File: config.mk
export PLATFORM = sky130hd
export DESIGN_NAME = guvm_instr_feeder
export DESIGN_NICKNAME = d
export VERILOG_FILES = /design/src/rtl/guvm_instr_feeder.sv
export SDC_FILE = /design/constraint.sdc
export NUM_CORES = 1
export LEC_CHECK = 0
export ABC_AREA = 1
export CAP_MARGIN = 15
export CORE_UTILIZATION = 40
export CTS_CLUSTER_SIZE = 28
export DETAILED_ROUTE_END_ITERATION = 10
export SYNTH_ARGS = -nofsm -noshare
export SYNTH_HDL_FRONTEND = slang
export SYNTH_SLANG_ARGS = --single-unit
File: constraint.sdc
create_clock -name clk_i -period 4.3 [get_ports clk_i]
set_input_delay 0.43 -clock clk_i [delete_from_list [all_inputs] [get_ports clk_i]]
set_output_delay 0.43 -clock clk_i [all_outputs]
set_load 0.02 [all_outputs]
File: src/rtl/guvm_instr_feeder.sv
// Instruction-side responder: buffers driver-pushed words and answers
// core fetches after a programmable grant delay, NOP when starved.
module guvm_instr_feeder #(
  parameter int DEPTH = 8,
  parameter int DATA_W = 32,
  parameter logic [DATA_W-1:0] NOP_INSTR = 32'h00000013
) (
  input  logic              clk_i,
  input  logic              rst_i,
  input  logic              push_valid_i,
  input  logic [DATA_W-1:0] push_data_i,
  output logic              push_ready_o,
  input  logic [3:0]        stall_cycles_i,
  input  logic              instr_req_i,
  input  logic [31:0]       instr_addr_i,
  output logic              instr_gnt_o,
  output logic              instr_rvalid_o,
  output logic [DATA_W-1:0] instr_rdata_o,
  output logic [31:0]       fetch_addr_o,
  output logic [15:0]       fetch_count_o,
  output logic [$clog2(DEPTH+1)-1:0] level_o,
  output logic              empty_o,
  output logic              proto_err_o
);

  localparam int AW = $clog2(DEPTH);
  localparam int LW = $clog2(DEPTH+1);

  localparam logic S_IDLE = 1'b0;
  localparam logic S_WAIT = 1'b1;

  logic [DATA_W-1:0] mem [DEPTH];
  logic [AW-1:0]     wptr_q;
  logic [AW-1:0]     rptr_q;
  logic [LW-1:0]     level_q;
  logic              rdy_q;
  logic              state_q;
  logic              state_d;
  logic [3:0]        cnt_q;
  logic [3:0]        cnt_d;
  logic              err_set;
  logic              full;
  logic              empty;
  logic              push;
  logic              pop;
  logic              gnt;

  assign full  = (level_q == LW'(DEPTH));
  assign empty = (level_q == '0);

  // ready is held low until the first edge after reset release
  assign push_ready_o = rdy_q && !full;
  assign push = push_valid_i && push_ready_o;
  assign pop  = gnt && !empty;

  assign instr_gnt_o = gnt;
  assign level_o     = level_q;
  assign empty_o     = empty;

  always_comb begin
    state_d = state_q;
    cnt_d   = cnt_q;
    gnt     = 1'b0;
    err_set = 1'b0;
    unique case (1'b1)
      (state_q == S_IDLE): begin
        if (instr_req_i) begin
          if (stall_cycles_i == 4'd0) begin
            gnt = 1'b1;
          end else begin
            cnt_d   = stall_cycles_i - 4'd1;
            state_d = S_WAIT;
          end
        end
      end
      (state_q == S_WAIT): begin
        if (!instr_req_i) begin
          err_set = 1'b1;
          state_d = S_IDLE;
        end else if (cnt_q == 4'd0) begin
          gnt     = 1'b1;
          state_d = S_IDLE;
        end else begin
          cnt_d = cnt_q - 4'd1;
        end
      end
      default: state_d = S_IDLE;
    endcase
  end

  always_ff @(posedge clk_i or posedge rst_i) begin
    if (rst_i) begin
      state_q <= S_IDLE;
      cnt_q   <= 4'd0;
      rdy_q   <= 1'b0;
    end else begin
      state_q <= state_d;
      cnt_q   <= cnt_d;
      rdy_q   <= 1'b1;
    end
  end

  always_ff @(posedge clk_i) begin
    if (push) begin
      mem[wptr_q] <= push_data_i;
    end
  end

  // pop reads the pre-edge head, so a same-cycle push into an empty FIFO
  // is never bypassed to the core
  always_ff @(posedge clk_i or posedge rst_i) begin
    if (rst_i) begin
      wptr_q  <= '0;
      rptr_q  <= '0;
      level_q <= '0;
    end else begin
      if (push) begin
        wptr_q <= wptr_q + AW'(1);
      end
      if (pop) begin
        rptr_q <= rptr_q + AW'(1);
      end
      level_q <= level_q + LW'(push) - LW'(pop);
    end
  end

  always_ff @(posedge clk_i or posedge rst_i) begin
    if (rst_i) begin
      instr_rvalid_o <= 1'b0;
      instr_rdata_o  <= NOP_INSTR;
      fetch_addr_o   <= 32'd0;
      fetch_count_o  <= 16'd0;
      proto_err_o    <= 1'b0;
    end else begin
      instr_rvalid_o <= gnt;
      if (gnt) begin
        instr_rdata_o <= empty ? NOP_INSTR : mem[rptr_q];
        fetch_addr_o  <= instr_addr_i;
        fetch_count_o <= fetch_count_o + 16'd1;
      end
      if (err_set) begin
        proto_err_o <= 1'b1;
      end
    end
  end

endmodule

==> impl_metrics.ini <==
[floorplanning]
die_width_microns = 195
row_count = 70
die_h_microns = 195
pin_count = 161
core_sq_um = 36500
start_util_pct = 40.6
die_area_sq_um = 37800

[layout]
fin_cells = 2101
syn_to_final_growth_pct = 21.7
final_nets = 1682
drive_gt1_share_pct = 6.32

[synthesis]
syn_area_per_cell_sq_um = 10.3
synthesis.area_sq_um = 14800
yosys_register_bits = 354
synth_cell_types = 33
yosysWarnings = 0
netlist.area_leader.share_pct = 51.8
synth_area_leaders = edfxtp_1 52%, nand2_1 17%, dfrtp_1 16%
seq_area_frac_synth_pct = 68.4
synth_fp_nets = 1526
post-synth-top-area-cell = edfxtp_1
netlist_instances = 1443

[detailed_routing]
dr_wl_met2_microns = 16300
wl_per_cell_microns = 16.5
drc = 0
route.met3.wl_microns = 2010
routed_via_density = 4.82
top_layer_used = met5
vias = 10126
wirelength_microns = 34600
firstDrtPassIters = 5
ant_nets = 0
drtIter0Drc = 502
drt-met1-wl_microns = 15600

[sta]
worst_clock_skew_ns = 0.0183
post-route-period-util_pct = 74.4
final.min_clock_period_ns = 3.20
tns_ns = 0
setup_viol = 0
fmax_mhz = 313
hold_viol = 0
worst_pin_slew_ns = 0.929
maxSlewHeadroom_pct = 38.0
slew_viol_final = 0
grt_setup_unrepaired = no

[clocking]
htree_num_levels = 2
clock_sinks = 354
post_cts_buffers = 0
cts_resized = 0
cts.clk_slew.worst_paths_ns = 0.06
ctsHoldBuffers = 0
clockBufferDepth = 3
clkLatencyLatePin_ns = 0.54
cts.root.buffer_cell = clkbuf_16
numCtsBuffers = 39
cts_tree = yes

[min_path]
hold_depth = 3
min-delay-path-class = in2reg
hold_end = fetch_addr_o[26]$_DFFE_PP0P_
worstHoldStart = instr_addr_i[26]

[global_routing]
grt_overflow = 0
antenna_found_initial = 5
grt_pass1_vias = 9911
grt_pass1_wl_microns = 54800
track_usage_pct = 18.6
grt_max_degree = 89

[place]
dp_hpwl_microns = 18600
gp_congestion = 0.788
port_buffers = 160
placed_cells = 2026

[pwr]
p_leak_nw = 7.55
ir_drop_mv = 0.346
power_mw = 11.7
p_per_area_nw_per_um2 = 651

[setup_path]
arrival_ns = 2.77
r2r-end = level_o[2]$_DFF_PP0_
rr_worst_depth = 11
rr_startpoint = level_o[2]$_DFF_PP0_
r2r_slack_ns = 1.79
crit_path_max_fanout = 52
worstSetupEndpointType = output pin
cp.required_ns = 3.87
startpoint_type = flip-flop
path_class = reg2out

[job]
cap_violations = 0

[status]
status = finished clean
==> synthesized netlist by cell type <==
library cell,n
buf_4,9
or2_2,1
nor3_1,9
nor2_2,1
a21oi_1,2
o21bai_1,2
o21ai_0,45
clkbuf_1,9
dfrtp_1,95
buf_8,1
nand2_4,1
inv_1,78
buf_2,26
inv_2,2
nand2_1,677
nor2_1,89
dfstp_2,3
nand4_1,3
buf_6,16
xnor2_1,6
nand3_1,27
conb_1,1
fa_1,1
ha_1,10
xor2_1,5
buf_1,4
nand2_2,1
inv_4,2
nand3_4,1
edfxtp_1,256
nand3b_1,4
and2_1,1
o21ai_1,55
==> cell usage in the layout (no fill, tap or decap), drive strengths merged, types with 3 or more instances in the layout <==
cell / synthesis / routed
inv: 82 / 85
nand4: 3 / 3
clkbuf: 9 / 50
clkinv: 0 / 14
nand3b: 4 / 4
dfstp: 3 / 3
xor2: 5 / 5
diode: 0 / 3
ha: 10 / 10
nor2: 90 / 90
nand3: 28 / 28
dfrtp: 95 / 95
edfxtp: 256 / 256
clkdlybuf4s50: 0 / 160
o21ai: 100 / 100
xnor2: 6 / 6
buf: 56 / 20
nand2: 679 / 679
nor3: 9 / 9
bufinv: 0 / 3
==> through the flow <==
step	hold WS [ns]	area (sq um)	setup slack, ns	util (%)
floorplan	0.470	14800	0.258	-
global placement	0.461	16800	1.21	45.9
detailed placement	0.465	16800	1.20	45.9
CTS	0.424	18000	1.07	49.4
global route	0.451	18000	0.930	49.4
finish	0.454	18000	1.10	49.4
==> registers in the layout, summed over array words and instances (netlist names) <==
name,count
fetch_addr_o,32
state_q,1
rptr_q,3
fetch_count_o,16
proto_err_o,1
level_o,4
rdy_q,1
cnt_q,4
instr_rvalid_o,1
instr_rdata_o,32
wptr_q,3
mem,256
==> power by group <==
part / leakage (nW) / internal (mW) / switching [mW]
logic: 3.40 / 1.44 / 2.48
clock network: 0.619 / 1.93 / 1.32
registers: 3.54 / 4.27 / 0.295
==> area by class of cell <==
type / count / area, sq um
fillers: 3322 / 18500
clock buffers: 50 / 1060
diodes: 3 / 7.51
well taps: 468 / 586
multi-input cells: 942 / 3970
repair buffers: 180 / 1750
clock inverters: 22 / 204
flip-flops and latches: 354 / 10100
inverters: 82 / 315
==> critical path: stages (launching register included) <==
cell and delay (ns):
dfrtp_1 0.44, nor2_2 0.12, nand3_1 0.12, nand2_2 0.15
nand2_4 0.23, inv_4 0.46, clkdlybuf4s50_1 0.70
==> layer usage <==
layer	up-vias	global-route usage, %
li1	4983	-
met1	4818	24.7
met2	261	31.1
met3	60	3.59
met4	4	4.94
met5	-	0
==> worst max path at each step <==
stage / startpoint / to / cells after the start
detailed placement: stall_cycles_i[1] / instr_gnt_o / 7
global route: state_q$_DFF_PP0_ / instr_gnt_o / 6
CTS: state_q$_DFF_PP0_ / instr_gnt_o / 6
finish: state_q$_DFF_PP0_ / instr_gnt_o / 6
floorplan: level_o[2]$_DFF_PP0_ / mem[6][0]$_DFFE_PP_ / 7
global placement: stall_cycles_i[1] / instr_gnt_o / 7
==> kinds of logic after synthesis <==
family / Yosys count / share of synthesized area (%)
DFF: 354 / 68.4
AOI/OAI and AO/OA: 104 / 3.54
other: 1 / 0.0253
buffers and inverters: 147 / 5.09
and+or+nand+nor: 815 / 21.3
adders and majority gates: 11 / 0.979
xor gates and xnor gates: 11 / 0.650
Power figures use the tool's default switching activity.
